[config.mk]
export PLATFORM = sky130hd
export DESIGN_NAME = oddr_dqs_burst_serializer
export DESIGN_NICKNAME = d
export VERILOG_FILES = /design/src/rtl/oddr_dqs_pkg.sv /design/src/rtl/oddr_lane_shifter.sv /design/src/rtl/oddr_dqs_burst_serializer.sv
export SDC_FILE = /design/constraint.sdc
export NUM_CORES = 1
export LEC_CHECK = 0
export CAP_MARGIN = 40
export CORE_UTILIZATION = 45
export DETAILED_ROUTE_END_ITERATION = 7
export PLACE_DENSITY = 0.71
export SETUP_SLACK_MARGIN = 0.05
export SYNTH_ARGS = -nofsm -noshare
export SYNTH_HDL_FRONTEND = slang
export SYNTH_SLANG_ARGS = --single-unit
[constraint.sdc]
create_clock -name SCLK -period 1.9 [get_ports SCLK]
set_input_delay 0.285 -clock SCLK [delete_from_list [all_inputs] [get_ports SCLK]]
set_output_delay 0.285 -clock SCLK [all_outputs]
set_load 0.1 [all_outputs]
[src/rtl/oddr_dqs_pkg.sv]
`default_nettype none
// ============================================================================
// oddr_dqs_pkg : shared types and helpers for the DQS burst serializer
// Rev 1.0
// ============================================================================
package oddr_dqs_pkg;

    typedef enum logic [1:0] {
        IDLE  = 2'd0,
        PRE   = 2'd1,
        BURST = 2'd2,
        POST  = 2'd3
    } state_e;

    localparam logic DQS_PRE_LVL  = 1'b0;
    localparam logic DQS_POST_LVL = 1'b0;

    // Minimum of one bit so a counter never collapses to zero width.
    function automatic int clog2(input int value);
        int result;
        result = 1;
        while ((1 << result) < value) result++;
        return result;
    endfunction

endpackage
`default_nettype wire

[src/rtl/oddr_lane_shifter.sv]
`default_nettype none
// ============================================================================
// oddr_lane_shifter : one DQ lane, RATIO-bit load/shift-right register
// Rev 1.0
// ============================================================================
module oddr_lane_shifter #(
    parameter int RATIO = 4
) (
    input  logic             clk_i,
    input  logic             rst_i,
    input  logic             load_i,
    input  logic [RATIO-1:0] din_i,
    output logic             q_o
);

    logic [RATIO-1:0] sh_q;
    logic [RATIO-1:0] sh_d;

    // Zeros shift in so the lane returns to 0 once the last beat has left.
    always_comb begin
        sh_d = {1'b0, sh_q[RATIO-1:1]};
        if (load_i) begin
            sh_d = din_i;
        end
    end

    always_ff @(posedge clk_i) begin
        if (rst_i) begin
            sh_q <= '0;
        end else begin
            sh_q <= sh_d;
        end
    end

    assign q_o = sh_q[0];

endmodule
`default_nettype wire

[src/rtl/oddr_dqs_burst_serializer.sv]
`default_nettype none
// ============================================================================
// oddr_dqs_burst_serializer : word-to-DQ-lane serializer with DQS framing
// Rev 1.0
// ============================================================================
module oddr_dqs_burst_serializer
    import oddr_dqs_pkg::*;
#(
    parameter int    DATA_WIDTH    = 8,
    parameter int    RATIO         = 4,
    parameter int    PREAMBLE_CYC  = 1,
    parameter int    POSTAMBLE_CYC = 1,
    parameter string MEMMODE       = "ENABLED"
) (
    input  logic                        SCLK,
    input  logic                        RST,
    input  logic [DATA_WIDTH*RATIO-1:0] DIN,
    input  logic                        DIN_VALID,
    input  logic                        DIN_LAST,
    output logic                        DIN_READY,
    output logic [DATA_WIDTH-1:0]       Q,
    output logic                        DQ_OE,
    output logic                        DQS,
    output logic                        DQS_OE,
    output logic                        BUSY,
    output logic                        UNDERRUN
);

    localparam bit   MODE_EN = (MEMMODE == "ENABLED");
    localparam int   MAX_CNT = (RATIO > 4) ? RATIO : 4;
    localparam int   CNT_W   = clog2(MAX_CNT);
    localparam logic [CNT_W-1:0] LAST_BEAT = CNT_W'(RATIO - 1);
    localparam logic [CNT_W-1:0] PRE_END   = CNT_W'(PREAMBLE_CYC - 1);
    localparam logic [CNT_W-1:0] POST_END  = CNT_W'(POSTAMBLE_CYC - 1);
    localparam logic [CNT_W-1:0] CNT_ONE   = CNT_W'(1);

    if ((RATIO < 2) || ((RATIO % 2) != 0)) begin : g_bad_ratio
        $error("RATIO must be even and >= 2");
    end
    if ((PREAMBLE_CYC < 1) || (PREAMBLE_CYC > 4)) begin : g_bad_pre
        $error("PREAMBLE_CYC must be 1..4");
    end
    if ((POSTAMBLE_CYC < 1) || (POSTAMBLE_CYC > 4)) begin : g_bad_post
        $error("POSTAMBLE_CYC must be 1..4");
    end
    if ((MEMMODE != "ENABLED") && (MEMMODE != "DISABLED")) begin : g_bad_mode
        $error("MEMMODE must be ENABLED or DISABLED");
    end

    state_e                      state_q, state_d;
    logic [CNT_W-1:0]            cnt_q, cnt_d;
    logic [DATA_WIDTH*RATIO-1:0] word_q, word_d;
    logic                        last_q, last_d;
    logic                        ready_q, ready_d;
    logic                        underrun_q, underrun_d;
    logic                        dq_oe_q, dq_oe_d;
    logic                        dqs_q, dqs_d;
    logic                        dqs_oe_q, dqs_oe_d;
    logic                        busy_q, busy_d;
    logic                        accept;
    logic                        shift_load;
    logic [DATA_WIDTH-1:0]       lane_q;

    always_comb begin
        accept     = DIN_VALID & ready_q;
        state_d    = state_q;
        cnt_d      = cnt_q;
        word_d     = word_q;
        last_d     = last_q;
        underrun_d = 1'b0;
        case (state_q)
            IDLE: begin
                if (accept) begin
                    word_d  = DIN;
                    last_d  = DIN_LAST;
                    cnt_d   = '0;
                    state_d = MODE_EN ? PRE : BURST;
                end
            end
            PRE: begin
                if (cnt_q == PRE_END) begin
                    cnt_d   = '0;
                    state_d = BURST;
                end else begin
                    cnt_d = cnt_q + CNT_ONE;
                end
            end
            BURST: begin
                if (cnt_q == LAST_BEAT) begin
                    cnt_d = '0;
                    if (accept) begin
                        word_d = DIN;
                        last_d = DIN_LAST;
                    end else begin
                        state_d    = MODE_EN ? POST : IDLE;
                        underrun_d = ~last_q;
                    end
                end else begin
                    cnt_d = cnt_q + CNT_ONE;
                end
            end
            POST: begin
                if (cnt_q == POST_END) begin
                    cnt_d   = '0;
                    state_d = IDLE;
                end else begin
                    cnt_d = cnt_q + CNT_ONE;
                end
            end
            default: state_d = IDLE;
        endcase
        // READY looks at the next state so the handshake never lags the FSM.
        ready_d = (state_d == IDLE) |
                  ((state_d == BURST) & (cnt_d == LAST_BEAT) & ~last_d);
    end

    // Pad-side framing trails the FSM by one register stage, matching the lanes.
    always_comb begin
        busy_d   = (state_q != IDLE);
        dq_oe_d  = (state_q == BURST);
        dqs_oe_d = MODE_EN && (state_q != IDLE);
        dqs_d    = 1'b0;
        case (state_q)
            PRE:     dqs_d = DQS_PRE_LVL;
            BURST:   dqs_d = ~cnt_q[0];
            POST:    dqs_d = DQS_POST_LVL;
            default: dqs_d = 1'b0;
        endcase
        dqs_d = dqs_d & MODE_EN;
    end

    always_ff @(posedge SCLK) begin
        if (RST) begin
            state_q    <= IDLE;
            cnt_q      <= '0;
            word_q     <= '0;
            last_q     <= 1'b0;
            ready_q    <= 1'b1;
            underrun_q <= 1'b0;
            dq_oe_q    <= 1'b0;
            dqs_q      <= 1'b0;
            dqs_oe_q   <= 1'b0;
            busy_q     <= 1'b0;
        end else begin
            state_q    <= state_d;
            cnt_q      <= cnt_d;
            word_q     <= word_d;
            last_q     <= last_d;
            ready_q    <= ready_d;
            underrun_q <= underrun_d;
            dq_oe_q    <= dq_oe_d;
            dqs_q      <= dqs_d;
            dqs_oe_q   <= dqs_oe_d;
            busy_q     <= busy_d;
        end
    end

    assign shift_load = (state_q == BURST) && (cnt_q == '0);

    for (genvar l = 0; l < DATA_WIDTH; l++) begin : g_lane
        oddr_lane_shifter #(
            .RATIO (RATIO)
        ) u_shifter (
            .clk_i  (SCLK),
            .rst_i  (RST),
            .load_i (shift_load),
            .din_i  (word_q[l*RATIO +: RATIO]),
            .q_o    (lane_q[l])
        );
    end

    assign DIN_READY = ready_q;
    assign Q         = lane_q;
    assign DQ_OE     = dq_oe_q;
    assign DQS       = dqs_q;
    assign DQS_OE    = dqs_oe_q;
    assign BUSY      = busy_q;
    assign UNDERRUN  = underrun_q;

endmodule
`default_nettype wire

==> results_dict.tcl <==
set metrics [dict create \
    syn-instance-count 321 \
    vias 2155 \
    cts_num_sinks 74 \
    synthArstFlopShare_pct 0 \
    routed_via_density 4.90 \
    synthTopCellsByArea "dfxtp_1 56%, nand2_1 17%, a21oi_1 11%" \
    grt_pass1_wl_mm 8.80 \
    slew_violations 0 \
    totalWireLength_mm 5.15 \
    diodes 0 \
    ir_drop_mv 0.798 \
    io_buffers 49 \
    period_share_pct 85.3 \
    cp_cell_sequence "ha_1, nor2b_1, or3_1, mux2i_1, nand3_1, a21oi_1" \
    clockRootBuffer "clkbuf_8" \
    synth.avg_cell_area_um2 8.19 \
    synthesis.nets 360 \
    finalPower_mw 4.28 \
    crit_path_end_kind "flip-flop" \
    slew_headroom_pct 73.1 \
    r2r-start "cnt_q[1]" \
    fin_area_mm2 0.00331 \
    synth_most_common_cell "nand2_1" \
    htreeDepth 3 \
    critical-path-top-delay-family "simple AND/OR/NAND/NOR gates" \
    synth_edf_count 0 \
    ant_nets 0 \
    yosys.area.top_type_share_pct 56.4 \
    setup_ws_ps 280 \
    reg2reg_setup_slack_ps 280 \
    fin_skew_ps 6.27 \
    wl_per_cell_um 11.7 \
    regArea_mm2 0.00148 \
    setup_tns_ps 0 \
    numCtsBuffers 9 \
    synth_common_cells "117 x nand2_1, 74 x dfxtp_1, 59 x a21oi_1, 13 x clkbuf_1, 9 x buf_4" \
    placed_cells 424 \
    postCtsSetupRepairBufs 0 \
    place_hpwl_mm 3.30 \
    drc 0 \
    cp.arrival_ps 1890 \
    die-area_mm2 0.00615 \
    area_delta_synth_final_pct 25.8 \
    holdPathStages 3 \
    cpPeakStageDelay_ps 390 \
    track_usage_pct 18.7 \
    ys_seq_area_share_pct 56.4 \
    synth_area_mm2 0.00263 \
    rows 27 \
    rsz0062_at_grt "false" \
    worstHoldStart "RST" \
    hold_buffers 0 \
    gr-total-overflow 0 \
    place_congestion 0.829 \
    required_ps 2170 \
    finalSetupViolCount 0 \
    finalHoldViolCount 0 \
    pre_cts_slack_ps 87.2 \
    cts.repair.resized 0 \
    crit_fanout 4 \
    period_minus_slack_ps 1620 \
    design.core.area_mm2 0.00557 \
    worst_pin_slew_ps 403 \
    status "complete, no violations" \
    clk_latency_ps 340 \
    grt_max_degree 36 \
    final_util_pct 59.3 \
    cts_tree "yes" \
    synth_cell_types 23 \
    die_w_um 78.4 \
    start_util_pct 47.1 \
    worst-r2r-cell-count 6 \
    maxCapViolCount 0 \
    fmax_mhz 617 \
    fin_cells 440 \
    final_nets 402 \
    clk_path_buf_depth 2 \
    io_pins 50 \
    grt_pass1_vias 2009 \
    ys_warn_count 0 \
    whs_ps 308 \
    synth_area_leader_cell "dfxtp_1" \
    clk_pin_slew_ps 70 \
    antenna_found_initial 0 \
    synth_ff_type "dfxtp_1" \
    critical_path_class "flip-flop to flip-flop" \
    ys_ff_latch 74 \
    p_leak_nw 1.28 \
    path_buf_inv 0 \
    placed_cell_area_mm2 0.00311 \
    cp-start-kind "flip-flop" \
    fillers 519 \
    p_per_area_mw_per_mm2 1300 \
    die_h_um 78.4 \
    min_to "DQS" \
    multi_input_area_um2 977 \
    dr.pass1.iters 4 \
    layout-drive-gt1-share_pct 11.7 \
    r2r_end "DIN_READY" \
    hold_class "input pin to flip-flop" \
    initialDrtViolationCount 73 \
    slowest_stage "dfxtp_1" \
]
-- sequential cells by signal, indices dropped and copies added (netlist names) --
name	count
g_lane.u_shifter.sh_q	32
last_q	1
UNDERRUN	1
state_q	2
DQS	1
BUSY	1
cnt_q	2
word_q	32
DQ_OE	1
DIN_READY	1
-- final cells by class --
cell class                      instances  share of cell area [%]
Inverter                                5                   0.568
Clock inverter                          4                    1.55
Multi-Input combinational cell        212                    29.6
Timing Repair Buffer                   61                    16.4
Tap cell                               72                    2.73
Clock buffer                           12                    4.39
Sequential cell                        74                    44.9
-- layer usage --
layer / vias up / part of all wire, % / track usage [%]
met3: 9 / 4.1 / 5.70
li1: 1105 / - / -
met5: - / 0 / 0
met1: 994 / 45 / 21.1
met4: 0 / 1.9 / 8.33
met2: 47 / 49 / 32.5
-- worst register-to-register path: cells and delay by family, from the launching register on --
family | cells | cell delay [ps]
AOI/OAI and AO/OA | 1 | 150
muxes | 1 | 230
adders and majority gates | 1 | 230
DFF | 1 | 390
and+or+nand+nor | 3 | 540
-- where the power goes --
part,switching (mW),total (mW),internal [mW]
sequential,0.118,1.87,1.75
clock,0.558,1.20,0.643
combinational,0.812,1.21,0.399
-- cells in the final DEF (no fill, tap or decap), types with 2 or more instances in the layout --
cell / instances
ha_1: 3
nor2b_1: 2
a21oi_1: 59
nand3_1: 5
and3_1: 8
buf_4: 26
clkbuf_8: 10
inv_1: 5
nor2_1: 6
dfxtp_1: 73
clkdlybuf4s50_1: 34
nand2_1: 117
clkbuf_1: 2
and2_1: 2
-- logic make-up after synthesis --
group | synth area share, %
muxes | 0.381
adders and majority gates | 1.43
buffers and inverters | 6.67
xor gates and xnor gates | 0.333
DFF | 56.4
and+or+nand+nor | 22.4
AOI/OAI and AO/OA | 12.4
-- how the worst max path moves through the flow --
| stage | start | endpoint | slack [ps] | cells after the start |
|---|---|---|---|---|
| after floorplan | DIN_READY | DIN_READY | 60 | 6 |
| after CTS | cnt_q[1] | DIN_READY | 260 | 6 |
| after detailed placement | DIN_VALID | DIN_READY | 90 | 6 |
| after global placement | DIN_VALID | word_q[15] | 130 | 6 |
| final | cnt_q[1] | DIN_READY | 280 | 6 |
| after global routing | cnt_q[1] | DIN_READY | 130 | 6 |
Power figures use the tool's default switching activity.
==> edit, RTL diff (same flow settings) <==
The 4 states of `state_e` get a Gray code encoding in 2 bits.
--- a/src/rtl/oddr_dqs_pkg.sv
+++ b/src/rtl/oddr_dqs_pkg.sv
@@ -6,10 +6,10 @@
 package oddr_dqs_pkg;
 
     typedef enum logic [1:0] {
-        IDLE  = 2'd0,
-        PRE   = 2'd1,
-        BURST = 2'd2,
-        POST  = 2'd3
+        IDLE  = 2'b00,
+        PRE   = 2'b01,
+        BURST = 2'b11,
+        POST  = 2'b10
     } state_e;
 
     localparam logic DQS_PRE_LVL  = 1'b0;
Function: same outputs for any inputs over 10 cycles, from zero or initial values and one cycle with RST high; not proved beyond that.
==> edit against the unedited design <==
  * Routed wire length up 9.2%
  * Worst setup slack worse by 0.13 ns
  * Non-clock buffer count up 1
  * Synthesized area up 7.6%
  * Cell area up 5.6%
  * Sequential cell count unchanged
  * Hold slack worse by 0.11 ns
  * Power down 1.6%
  * Critical path type unchanged
  * Largest cell class unchanged
  * Largest power group unchanged
==> edit: results (changes against the unedited design) <==
The run gives 8.997 mm (was 8.804 mm) as the wire length of the first global-routing pass. The run finished with clean final reports. The arrival time at the worst endpoint is 1.96 ns (was 1.89 ns), and the net count of the mapped netlist is 376 (was 360).

For the part of the Yosys area used for sequential elements, the log shows 52.39% (was 56.38%). Main area contributors after synthesis: dfxtp_1 52%, nand2_1 16%, a21oi_1 10% (was dfxtp_1 56%, nand2_1 17%, a21oi_1 11%). Number of cells in the design after placement: 439 (was 424). The initial antenna violation count came out at 0 (unchanged).

The static leakage is 0.001347 uW (was 0.001279 uW), and the placed cell area is 3278 um2 (was 3109 um2). Transition time of the tightest slew-check pin: 0.6144 ns (was 0.4029 ns). The number of I/O port buffers is 49 (unchanged), and the count of routing violations after the opening detailed-route iteration is 118 (was 73).

The tools report the number of standard cells in the layout, taps in and fillers out as 455 (was 440). For the largest net degree at the start of global routing, the log shows 62 (was 36). Number of buffers between clock root and the deepest sink: 2 (unchanged). Clock transition at the registers of the reported paths: 0.07 ns (about the same).

The proportion of layout cells with a drive suffix above 1 is 14.21% (was 11.68%), and the total clock buffers created by CTS is 9 (unchanged). The run gives 0 (unchanged) as the post-CTS setup buffer count. The logs give 3 (unchanged) for the deepest level of the CTS H-tree and 18.19% (was 18.74%) for the global router's overall resource usage. The async set-reset flop share out of synthesis is 0% (unchanged), and the number of unique standard cell types used by synthesis is 31 (was 23). The switching share of total power works out to 32.39% (was 34.77%). The logs give 4 (unchanged) for the number of search-and-repair iterations in the first detailed-routing pass and 418 (was 402) for the final layout net count.

The number of global-route vias before repair is 2,015 (was 2,009). Top cell types by occurrence after synthesis: 117 x nand2_1, 74 x dfxtp_1, 58 x a21oi_1 (was 117 x nand2_1, 74 x dfxtp_1, 59 x a21oi_1). The startpoint of the tightest hold check path was RST (unchanged). The total wire length after detailed routing is 5.620 mm (was 5.148 mm).

The largest fanout on the critical path is 5 (was 4), and the warning count from the yosys run is 0 (unchanged). Biggest regs: g_lane.u_shifter.sh_q x32, word_q x32 (unchanged). The run gives 333 (was 321) as the post-synthesis instance total. Clock tree root driver cell: clkbuf_8 (unchanged). The worst-case clock skew is 0.003912 ns (was 0.006274 ns), and the mean number of vias per cell is 4.873 (was 4.898). The logs give 0.8556 (was 0.8289) for the final weighted congestion of routability-driven global placement and 3.593 mm (was 3.305 mm) for the detailed-placement wirelength estimate.

The run gives 1.123 mV (was 0.7982 mV) as the maximum vdd drop.
edit: changes by cell type after synthesis, moves of 3 or more:
cell / unedited run / this run
nand3_1: 5 / 0
clkbuf_1: 13 / 9
ha_1: 3 / 7
buf_6: 0 / 5
buf_2: 8 / 5
buf_4: 9 / 12
edit: through the flow:
step | setup WS [ns] | power, uW
6_report | 0.1518 | 4215
3_5_place_dp | 0.00006117 | 3015
2_1_floorplan | 0.1531 | 2739
4_1_cts | 0.09144 | 4244
3_3_place_gp | 0.02809 | 2995
5_1_grt | 0.03337 | 4448
edit: critical path: stages (launching register included):
cell,delay [ns]
dfxtp_1,0.38
ha_1,0.29
a21bo_2,0.28
a2111oi_4,0.36
or3_4,0.19
o311ai_2,0.10
edit: repair_timing:
action / 4_1_cts / 5_1_grt
setup endpoints to repair: 1 / 16
hold endpoints to repair: 0 / 0
gates resized for setup: 1 / 3
edit: routing by layer:
| metal | GRT usage, % | up-vias | routed length (um) |
|---|---|---|---|
| met4 | 10.18 | 0 | 114 |
| li1 | - | 1153 | - |
| met1 | 22.76 | 1016 | 2685 |
| met3 | 4.157 | 9 | 183 |
| met2 | 28.67 | 39 | 2637 |
| met5 | 0 | - | 0 |
edit: power by group through the flow:
stage          Clock (uW)  Combinational (uW)  Sequential [uW]
3_5_place_dp            0                1140             1870
4_1_cts              1260                1140             1840
6_report             1230                1140             1840
5_1_grt              1330                1260             1860
3_3_place_gp            0                1130             1870
2_1_floorplan           0                 757             1980
edit: kinds of logic after synthesis:
kind of cell / count (synthesis) / synth area share [%]
AOI/OAI and AO/OA: 67 / 13.58
muxes: 2 / 0.7522
adders and majority gates: 7 / 3.097
DFF: 74 / 52.39
buffers and inverters: 37 / 8.053
and+or+nand+nor: 146 / 22.12
edit: final cells by class:
type | count | area [um2]
clock buffer | 12 | 155.1
clock inverter | 4 | 50.05
fill | 582 | 2500
inverter | 6 | 22.52
multi-input combinational | 222 | 1124
sequential | 74 | 1485
tap | 75 | 93.84
timing repair buffer | 62 | 560.5
edit: path summary, 6_finish.rpt:
kind / end / cells past startpoint / slack [ns]
worst max-delay path: DIN_READY / 5 / 0.15
worst min-delay path: DIN_READY / 3 / 0.20
worst max register to register: DIN_READY / 5 / 0.15
worst min register to register: g_lane[3].u_shifter.sh_q[2] / 2 / 0.44
